--- src/rtl/sr_driver_pkg.sv ---
// ---------------------------------------------------------------------------
// sr_driver_pkg
// Shared types for the two-phase shift-register configuration driver.
//   state_t   : controller states; every bit of the word walks through
//               SETUP -> CK1 -> GAP1 -> CK2 -> GAP2
//   drive_t   : the four pins driven towards the chip chain
//   isTimed   : states that last a programmable number of clk cycles
//   isBitPhase: states in which the current data bit is presented on sin
//   driveFor  : pin values that belong to a given state
// ---------------------------------------------------------------------------
package sr_driver_pkg;

  typedef enum logic [2:0] {
    IDLE  = 3'd0,
    SETUP = 3'd1,
    CK1   = 3'd2,
    GAP1  = 3'd3,
    CK2   = 3'd4,
    GAP2  = 3'd5,
    LOAD  = 3'd6,
    DONE  = 3'd7
  } state_t;

  typedef struct packed {
    logic ck1;
    logic ck2;
    logic sin;
    logic ld;
  } drive_t;

  function automatic logic isTimed(state_t s);
    return (s inside {SETUP, CK1, GAP1, CK2, GAP2, LOAD});
  endfunction

  function automatic logic isBitPhase(state_t s);
    return (s inside {SETUP, CK1, GAP1, CK2, GAP2});
  endfunction

  // The clocks and ld are pure state decodes; sin carries the data bit only
  // while a bit is being transferred so the chain sees a quiet line otherwise.
  function automatic drive_t driveFor(state_t s, logic bitVal);
    drive_t d;
    d.ck1 = (s == CK1);
    d.ck2 = (s == CK2);
    d.ld  = (s == LOAD);
    d.sin = isBitPhase(s) && bitVal;
    return d;
  endfunction

endpackage

--- src/rtl/sr_phase_timer.sv ---
// ---------------------------------------------------------------------------
// sr_phase_timer
// Down-counter that measures one controller phase of DIV clk cycles.
// Ports:
//   clk, res_n     : system clock, asynchronous active-low reset
//   i_load         : a new timed phase starts next cycle, load DIV-1
//   i_clear        : next state is untimed, park the counter at zero
//   o_phaseEnd     : current cycle is the last one of the phase
//   o_phaseFirst   : current cycle is the first one of the phase
// ---------------------------------------------------------------------------
module sr_phase_timer #(
  parameter int DIV = 2
) (
  input  logic clk,
  input  logic res_n,
  input  logic i_load,
  input  logic i_clear,
  output logic o_phaseEnd,
  output logic o_phaseFirst
);

  localparam int CW = $clog2(DIV + 1);
  localparam logic [CW-1:0] LOAD_VAL = CW'(DIV - 1);

  logic [CW-1:0] r_count;

  // Counter stops at zero instead of wrapping, so a phase that is not
  // followed by a reload simply reports "end" until the FSM moves on.
  always_ff @(posedge clk or negedge res_n) begin
    if (!res_n) begin
      r_count <= '0;
    end else if (i_load) begin
      r_count <= LOAD_VAL;
    end else if (i_clear) begin
      r_count <= '0;
    end else if (r_count != '0) begin
      r_count <= r_count - CW'(1);
    end
  end

  assign o_phaseEnd   = (r_count == '0);
  assign o_phaseFirst = (r_count == LOAD_VAL);

endmodule

--- src/rtl/sr_config_driver.sv ---
// ---------------------------------------------------------------------------
// sr_config_driver
// Writes a BITS-wide word MSB first into an on-chip two-phase shift chain
// (non-overlapping ck1/ck2), optionally pulses ld to transfer the chain into
// the chip's holding register, and captures the old chain contents on rdata.
// Ports:
//   clk, res_n   : system clock, asynchronous active-low reset
//   start        : launch a write (accepted in IDLE only)
//   load_en      : sampled with start, 1 = pulse ld after shifting
//   abort        : synchronous cancel of a write in progress
//   wdata        : word to write, sampled with start
//   busy, done   : write in progress / one-cycle completion pulse
//   rdata        : previous chain contents shifted out through sout
//   ck1, ck2     : two-phase chain clocks
//   sin, ld      : chain data in and load strobe
//   sout         : chain data out, already synchronous to clk
// ---------------------------------------------------------------------------
module sr_config_driver
  import sr_driver_pkg::*;
#(
  parameter int BITS = 8,
  parameter int DIV  = 2
) (
  input  logic            clk,
  input  logic            res_n,
  input  logic            start,
  input  logic            load_en,
  input  logic            abort,
  input  logic [BITS-1:0] wdata,
  output logic            busy,
  output logic            done,
  output logic [BITS-1:0] rdata,
  output logic            ck1,
  output logic            ck2,
  output logic            sin,
  output logic            ld,
  input  logic            sout
);

  localparam int BW = $clog2(BITS + 1);
  localparam logic [BW-1:0] LAST_BIT = BW'(BITS - 1);

  state_t          r_state;
  state_t          w_nextState;
  logic [BW-1:0]   r_bitIdx;
  logic [BITS-1:0] r_shiftReg;
  logic [BITS-1:0] w_nextShift;
  logic            r_loadEn;
  logic            r_busy;
  logic            r_done;
  drive_t          r_drive;
  logic [BITS-1:0] r_rdata;

  logic w_accept;
  logic w_abort;
  logic w_phaseEnd;
  logic w_phaseFirst;
  logic w_timerLoad;
  logic w_timerClear;
  logic w_lastBit;

  sr_phase_timer #(
    .DIV (DIV)
  ) u_timer (
    .clk          (clk),
    .res_n        (res_n),
    .i_load       (w_timerLoad),
    .i_clear      (w_timerClear),
    .o_phaseEnd   (w_phaseEnd),
    .o_phaseFirst (w_phaseFirst)
  );

  // Next-state and next-shift-word logic. Abort overrides every phase
  // transition. The shift word advances when a bit's GAP2 ends so that its
  // MSB is always the bit currently on the chain input.
  always_comb begin
    w_accept    = (r_state == IDLE) && start;
    w_abort     = (r_state != IDLE) && abort;
    w_lastBit   = (r_bitIdx == LAST_BIT);
    w_nextState = r_state;
    w_nextShift = r_shiftReg;
    if (w_abort) begin
      w_nextState = IDLE;
    end else begin
      case (r_state)
        IDLE: begin
          if (start) begin
            w_nextState = SETUP;
            w_nextShift = wdata;
          end
        end
        SETUP: if (w_phaseEnd) w_nextState = CK1;
        CK1:   if (w_phaseEnd) w_nextState = GAP1;
        GAP1:  if (w_phaseEnd) w_nextState = CK2;
        CK2:   if (w_phaseEnd) w_nextState = GAP2;
        GAP2: begin
          if (w_phaseEnd) begin
            if (!w_lastBit) begin
              w_nextState = SETUP;
              w_nextShift = r_shiftReg << 1;
            end else if (r_loadEn) begin
              w_nextState = LOAD;
            end else begin
              w_nextState = DONE;
            end
          end
        end
        LOAD:    if (w_phaseEnd) w_nextState = DONE;
        DONE:    w_nextState = IDLE;
        default: w_nextState = IDLE;
      endcase
    end
    // Every timed state is always entered from a different state, so a state
    // change into a timed state is exactly the start of a new phase.
    w_timerLoad  = isTimed(w_nextState) && (w_nextState != r_state);
    w_timerClear = !isTimed(w_nextState);
  end

  // Controller state plus all pin drives. Outputs are registered from the
  // next state so they change together with the state and never glitch.
  // rdata takes one bit per transfer, on the first SETUP cycle of that bit,
  // which is when the chain output holds the old bit for that position.
  always_ff @(posedge clk or negedge res_n) begin
    if (!res_n) begin
      r_state    <= IDLE;
      r_bitIdx   <= '0;
      r_shiftReg <= '0;
      r_loadEn   <= 1'b0;
      r_busy     <= 1'b0;
      r_done     <= 1'b0;
      r_drive    <= '0;
      r_rdata    <= '0;
    end else begin
      r_state    <= w_nextState;
      r_shiftReg <= w_nextShift;
      if (w_accept) begin
        r_loadEn <= load_en;
        r_bitIdx <= '0;
      end else if (!w_abort && (r_state == GAP2) && w_phaseEnd && !w_lastBit) begin
        r_bitIdx <= r_bitIdx + BW'(1);
      end
      r_busy  <= (w_nextState != IDLE);
      r_done  <= (w_nextState == DONE);
      r_drive <= driveFor(w_nextState, w_nextShift[BITS-1]);
      if (!w_abort && (r_state == SETUP) && w_phaseFirst) begin
        for (int i = 0; i < BITS; i++) begin
          if (i == BITS - 1 - int'(r_bitIdx)) begin
            r_rdata[i] <= sout;
          end
        end
      end
    end
  end

  assign busy  = r_busy;
  assign done  = r_done;
  assign rdata = r_rdata;
  assign ck1   = r_drive.ck1;
  assign ck2   = r_drive.ck2;
  assign sin   = r_drive.sin;
  assign ld    = r_drive.ld;

endmodule

--- config.mk ---
export PLATFORM = sky130hd
export DESIGN_NAME = sr_config_driver
export DESIGN_NICKNAME = d
export VERILOG_FILES = /design/src/rtl/sr_driver_pkg.sv /design/src/rtl/sr_phase_timer.sv /design/src/rtl/sr_config_driver.sv
export SDC_FILE = /design/constraint.sdc
export NUM_CORES = 1
export LEC_CHECK = 0
export CAP_MARGIN = 20
export CORE_ASPECT_RATIO = 1.4
export CORE_MARGIN = 3
export CORE_UTILIZATION = 55
export CTS_BUF_LIST = sky130_fd_sc_hd__clkbuf_4 sky130_fd_sc_hd__clkbuf_8
export DETAILED_ROUTE_END_ITERATION = 16
export HOLD_SLACK_MARGIN = 0.02
export PLACE_DENSITY = 0.86
export SLEW_MARGIN = 20
export SYNTH_ARGS = -nofsm -noshare
export SYNTH_HDL_FRONTEND = slang
export SYNTH_SLANG_ARGS = --single-unit
--- constraint.sdc ---
create_clock -name clk -period 6.6 [get_ports clk]
set_clock_uncertainty 0.1 [all_clocks]
set_input_delay 1.32 -clock clk [delete_from_list [all_inputs] [get_ports clk]]
set_output_delay 1.32 -clock clk [all_outputs]
set_load 0.01 [all_outputs]
==> metrics.csv, run 1 <==
stage,metric,value,unit
route,drtIter0Drc,36,
synth,seq_area_frac_synth,47.76,%
run_status,status,completed,
grt,grt_use_total,21.02,%
synth,syn_area,1677,um2
cts,postCtsSetupBuffers,0,
setup_path,endpoint,r_shiftReg[2],
route,dr.pass1.iters,4,
route,drc,0,
layout,layout_commonest_cell,dfrtp_1,
setup_path,r2r-end,r_shiftReg[2],
layout,diodes,0,
setup_path,r2r_start,u_timer.r_count[0],
floorplanning,initial_core_util,58.26,%
floorplanning,io_pins,28,
setup_path,crit_arrival,3.06,ns
route,antenna_left,0,
grt,globalRouteOverflowTotal,0,
setup_path,required,6.67,ns
placement,port_buffers,27,
cts,post_cts_resized,0,
cts,cts.clk_slew.worst_paths,0.06,ns
cts,clkLatencyLatePin,0.29,ns
layout,post-route-util,71.57,%
route,routed_wl,3373,um
grt,grt_pass1_wl,5747,um
cts,ctsRootBufferMaster,clkbuf_8,
synth,syn-mean-instance-area,10.82,um2
cts,cts.sinks,32,
setup_path,path_class,in -> reg,
layout,layout_common_cells,"dfrtp_1 (32), clkdlybuf4s50_1 (27), nand2_1 (19)",
cts,cts_tree,yes,
floorplanning,rows,23,
sta,fmax,0.3347,GHz
layout,fill_cells,226,
synth,synthAdderAreaFrac,4.478,%
cts,cts.hold.buffers_added,0,
synth,synth-simple-area-share,18.28,%
layout,fin_nets,204,
floorplanning,core,2878,um2
synth,synth-compound-area-share,12.24,%
route,vias,1252,
sta,fin_tns_setup,0,ns
setup_path,r2r_slack,4.17,ns
setup_path,crit_path_start_kind,input pin,
sta,period_share,45.27,%
synth,ys_ff_latch,32,
pwr,ir_drop,0.2326,mV
synth,syn-num-nets,175,
pwr,leakage,0.9424,nW
pwr,p_per_area,365.0,nW/um2
cts,clk_path_buf_depth,2,
layout,area_growth,22.84,%
synth,synth_cell_types,41,
worst_hold_path,hold_path.class,reg -> reg,
sta,rsz0062_at_grt,false,
synth,synth_cells,155,
sta,worstMarginPinSlew,0.4816,ns
layout,drive_above_1_share,16.22,%
sta,final-hold-violation-count,0,
cts,cts_made_buffers,5,
placement,place_congestion,0.8025,
floorplanning,die_h,71.33,um
sta,period_minus_slack,2.988,ns
flow_run,drv_cap,0,
setup_path,cp_max_fo,6,
sta,slew_viol_final,0,
sta,relSlewSlack,67.89,%
setup_path,rr_worst_depth,6,
route,via_per_inst,5.640,
synth,yosysWarnings,0,
floorplanning,die_w,52.66,um
route,wl_per_cell,15.19,um
floorplanning,die_area,3756,um2
setup_path,worstSetupEndpointType,flip-flop,
synth,synth_top_family_by_area,simple AND/OR/NAND/NOR gates,
grt,grt_pass1_vias,1271,
grt,grt_max_degree,33,
sta,setup_violations,0,
synth,synthMuxAreaShare,10.67,%
grt,antenna_found_initial,0,
cts,cts_max_level,2,
placement,hpwl,2498,um
setup_path,crit_start,abort,
synth,synth_xor_area_share,2.090,%
layout make-up:
cell class | instances | area, um2 | share of cell area, %
Clock buffer | 6 | 82.58 | 4.010
Clock inverter | 2 | 10.01 | 0.4860
Inverter | 9 | 33.78 | 1.640
Multi-Input combinational cell | 107 | 800.8 | 38.88
Sequential cell | 32 | 800.8 | 38.88
Tap cell | 37 | 46.29 | 2.248
Timing Repair Buffer | 29 | 285.3 | 13.85
synth_stat cells:
cell type | instances | area [um2]
mux2i_1 | 1 | 10.01
inv_2 | 1 | 3.750
nor4b_1 | 1 | 8.760
nand2_1 | 19 | 71.32
and3_1 | 4 | 25.02
nor3_4 | 1 | 16.27
o311a_1 | 1 | 10.01
a22oi_1 | 2 | 15.01
nor2b_1 | 1 | 6.260
a211o_1 | 1 | 8.760
buf_2 | 3 | 15.01
inv_1 | 8 | 30.03
and3b_1 | 1 | 8.760
or4_4 | 1 | 11.26
o31ai_1 | 3 | 22.52
dfrtp_1 | 32 | 800.8
o22ai_1 | 1 | 6.260
nand4b_1 | 1 | 8.760
a211oi_1 | 2 | 15.01
buf_6 | 1 | 11.26
nand4_1 | 1 | 6.260
nor3b_1 | 1 | 7.510
a221o_1 | 1 | 10.01
nor4b_4 | 1 | 23.77
o21a_4 | 1 | 15.01
ha_1 | 6 | 75.07
nor2_1 | 11 | 41.29
a41o_1 | 1 | 10.01
xnor2_1 | 1 | 8.760
nand3b_1 | 2 | 15.01
xor2_1 | 3 | 26.28
o21ai_0 | 5 | 25.02
nand2b_1 | 5 | 31.28
clkbuf_1 | 2 | 7.510
a22o_1 | 6 | 52.55
mux2_2 | 15 | 168.9
buf_4 | 1 | 7.510
nor3_1 | 4 | 20.02
o32a_1 | 1 | 10.01
a21oi_1 | 1 | 5.000
nand3_1 | 1 | 5.000
per-layer routing:
metal	share of wire (%)	up-vias	track usage, %
met5	0	-	0
met4	2.2	0	10.23
met3	4.6	7	5.613
met2	56	40	37.15
met1	37	603	22.30
li1	-	602	-
critical path, cell delays in order:
cell and delay (ns):
clkdlybuf4s50_1 0.55, o32a_1 0.41, nor2_1 0.38, mux2_2 0.40
through the flow:
stage / cell area, um2 / hold slack (ns) / power (W) / instances / setup slack [ns]
finish: 2059 / 0.4092 / 0.0007518 / 222 / 3.612
global route: 2059 / 0.4217 / 0.0008071 / 222 / 3.511
CTS: 2059 / 0.4126 / 0.0007596 / 222 / 3.613
detailed placement: 1967 / 0.3976 / 0.0005985 / 214 / 3.300
global placement: 1967 / 0.3862 / 0.0005822 / 214 / 3.369
floorplan: 1677 / 0.3638 / 0.0005210 / 155 / 4.004
cells by family after synthesis:
logic type      count (synthesis)
mux                            16
simple gates                   55
buf+inv                        16
compound gates                 26
fa+ha+maj                       6
xor+xnor                        4
flops                          32
worst min path at each step:
stage | slack [ns] | depth (start not counted) | endpoint | from
detailed placement | 0.40 | 1 | rdata[1] | rdata[1]
finish | 0.41 | 1 | r_shiftReg[6] | r_shiftReg[6]
CTS | 0.41 | 1 | rdata[5] | rdata[5]
global route | 0.42 | 1 | rdata[5] | rdata[5]
global placement | 0.39 | 1 | rdata[1] | rdata[1]
floorplan | 0.36 | 2 | r_shiftReg[0] | r_shiftReg[0]
flip-flops by register name, summed over array words and instances, names as in the netlist:
signal,cells
r_state,3
busy,1
rdata,8
r_shiftReg,8
u_timer.r_count,2
ck1,1
sin,1
r_loadEn,1
ck2,1
done,1
ld,1
r_bitIdx,4
where the power goes:
part,internal (W),switching [W],leakage (nW)
combinational,0.000152,0.000150,0.463
sequential,0.000247,0.0000502,0.428
clock,0.0000830,0.0000705,0.0510
(Power assumes the default switching activity.)
==> inputs of run 2 (changes only) <==
==> constraint.sdc (replaced) <==
create_clock -name clk -period 2.9 [get_ports clk]
set_clock_uncertainty 0.1 [all_clocks]
set_input_delay 0.58 -clock clk [delete_from_list [all_inputs] [get_ports clk]]
set_output_delay 0.58 -clock clk [all_outputs]
set_load 0.01 [all_outputs]
==> metrics.csv, run 2 (same netlist as run 1, synthesis figures left out) <==
stage,metric,value,unit
layout,register_area,800.8,um2
floorplanning,die_w,52.66,um
cts,postCtsSetupBuffers,0,
placement,port_buffers,27,
placement,place_congestion,0.8025,
floorplanning,die_area,3756,um2
layout,layout_commonest_cell,dfrtp_1,
cts,cts.sinks,32,
setup_path,path_class,reg -> reg,
sta,period_share,83.10,%
route,drc,0,
route,wl_per_cell,14.98,um
sta,period_minus_slack,2.410,ns
flow_run,drv_cap,0,
run_status,status,completed,
cts,cts_max_level,2,
route,via_per_inst,5.676,
grt,grt_max_degree,33,
worst_hold_path,hold_path.class,reg -> reg,
setup_path,cp_max_fo,13,
route,routed_wl,3325,um
floorplanning,core,2878,um2
pwr,leakage,0.9424,nW
floorplanning,initial_core_util,58.26,%
setup_path,crit_path_start_kind,flip-flop,
setup_path,required,2.96,ns
route,antenna_left,0,
cts,ctsRootBufferMaster,clkbuf_8,
cts,cts_made_buffers,5,
layout,multi_input_area,800.8,um2
pwr,p_comb_share,39.8,%
pwr,p_switching,0.0006067,W
route,drtIter0Drc,38,
cts,cts.hold.buffers_added,0,
setup_path,crit_arrival,2.47,ns
layout,diodes,0,
placement,place_area,1967,um2
layout,area_growth,22.84,%
sta,worstMarginPinSlew,0.4788,ns
pwr,ir_drop,0.5145,mV
layout,fill_cells,228,
floorplanning,io_pins,28,
sta,slew_viol_final,0,
layout,fin_nets,204,
sta,final-hold-violation-count,0,
grt,globalRouteOverflowTotal,0,
placement,place_ws,0.3390,ns
cts,clkLatencyLatePin,0.28,ns
sta,worst_slack,0.4902,ns
pwr,power.internal,0.001096,W
cts,cts.clk_slew.worst_paths,0.07,ns
layout,drive_above_1_share,16.22,%
layout,layout_common_cells,"dfrtp_1 (32), clkdlybuf4s50_1 (27), nand2_1 (19)",
floorplanning,rows,23,
cts,clk_path_buf_depth,2,
grt,grt_pass1_vias,1270,
sta,fmax,0.4150,GHz
sta,relSlewSlack,68.08,%
route,vias,1260,
sta,setup_violations,0,
pwr,seq_power_share,39.7,%
grt,grt_pass1_wl,5713,um
grt,grt_use_total,20.75,%
pwr,p_clk_share,20.5,%
sta,fin_tns_setup,0,ns
sta,rsz0062_at_grt,false,
grt,antenna_found_initial,0,
layout,design_area,2059,um2
pwr,p_per_area,826.6,nW/um2
cts,post_cts_resized,0,
pwr,p_sw_share,35.64,%
setup_path,worstSetupEndpointType,flip-flop,
cts,cts_tree,yes,
placement,hpwl,2490,um
route,dr.pass1.iters,4,
floorplanning,die_h,71.33,um
==> run 2: metal layers <==
layer,part of all wire (%),global-route usage [%],up-vias,routed length (um)
met5,0,0,-,0
met4,1.5,9.091,0,51
met3,5.4,6.237,6,179
met2,56,35.77,43,1856
met1,37,22.93,608,1237
li1,-,-,603,-
==> run 2: through the flow <==
stage,instances,utilization (%),hold WS [ns],power (W)
after floorplan,155,-,0.1844,0.001186
after global placement,214,68.35,0.3862,0.001325
after detailed placement,214,68.35,0.3976,0.001362
after CTS,222,71.57,0.4123,0.001720
after global routing,222,71.57,0.4215,0.001835
final,222,71.57,0.4086,0.001702
==> run 2: cell type report <==
type | count | share of cell area [%]
sequential | 32 | 38.88
tap | 37 | 2.248
clock inverter | 2 | 0.4860
inverter | 9 | 1.640
clock buffer | 6 | 4.010
timing repair buffer | 29 | 13.85
multi-input combinational | 107 | 38.88
==> run 2: worst max-delay path, cell delays in order (launching register included) <==
cell     delay [ns]
dfrtp_1        0.41
inv_1          0.07
ha_1           0.41
nand2_1        0.20
o32a_1         0.33
nor2_1         0.37
mux2_2         0.40
==> run 2: power groups by stage <==
stage                     sequential, W  combinational (W)  clock [W]
final                          0.000676           0.000677   0.000349
after global routing           0.000692           0.000758   0.000385
after floorplan                0.000629           0.000557          0
after detailed placement       0.000682           0.000680          0
after CTS                      0.000675           0.000685   0.000361
after global placement         0.000672           0.000653          0
==> run 2: path summary, 6_finish.rpt <==
path | from | endpoint | slack (ns) | cells past startpoint
setup reg to reg | u_timer.r_count[0] | r_shiftReg[2] | 0.49 | 6
max in group asynchronous | res_n | rdata[7] | 1.82 | 2
hold / removal | rdata[5] | rdata[5] | 0.41 | 1
min in group asynchronous | res_n | u_timer.r_count[1] | 0.60 | 2
setup / recovery | u_timer.r_count[0] | r_shiftReg[2] | 0.49 | 6
hold reg to reg | rdata[5] | rdata[5] | 0.41 | 1
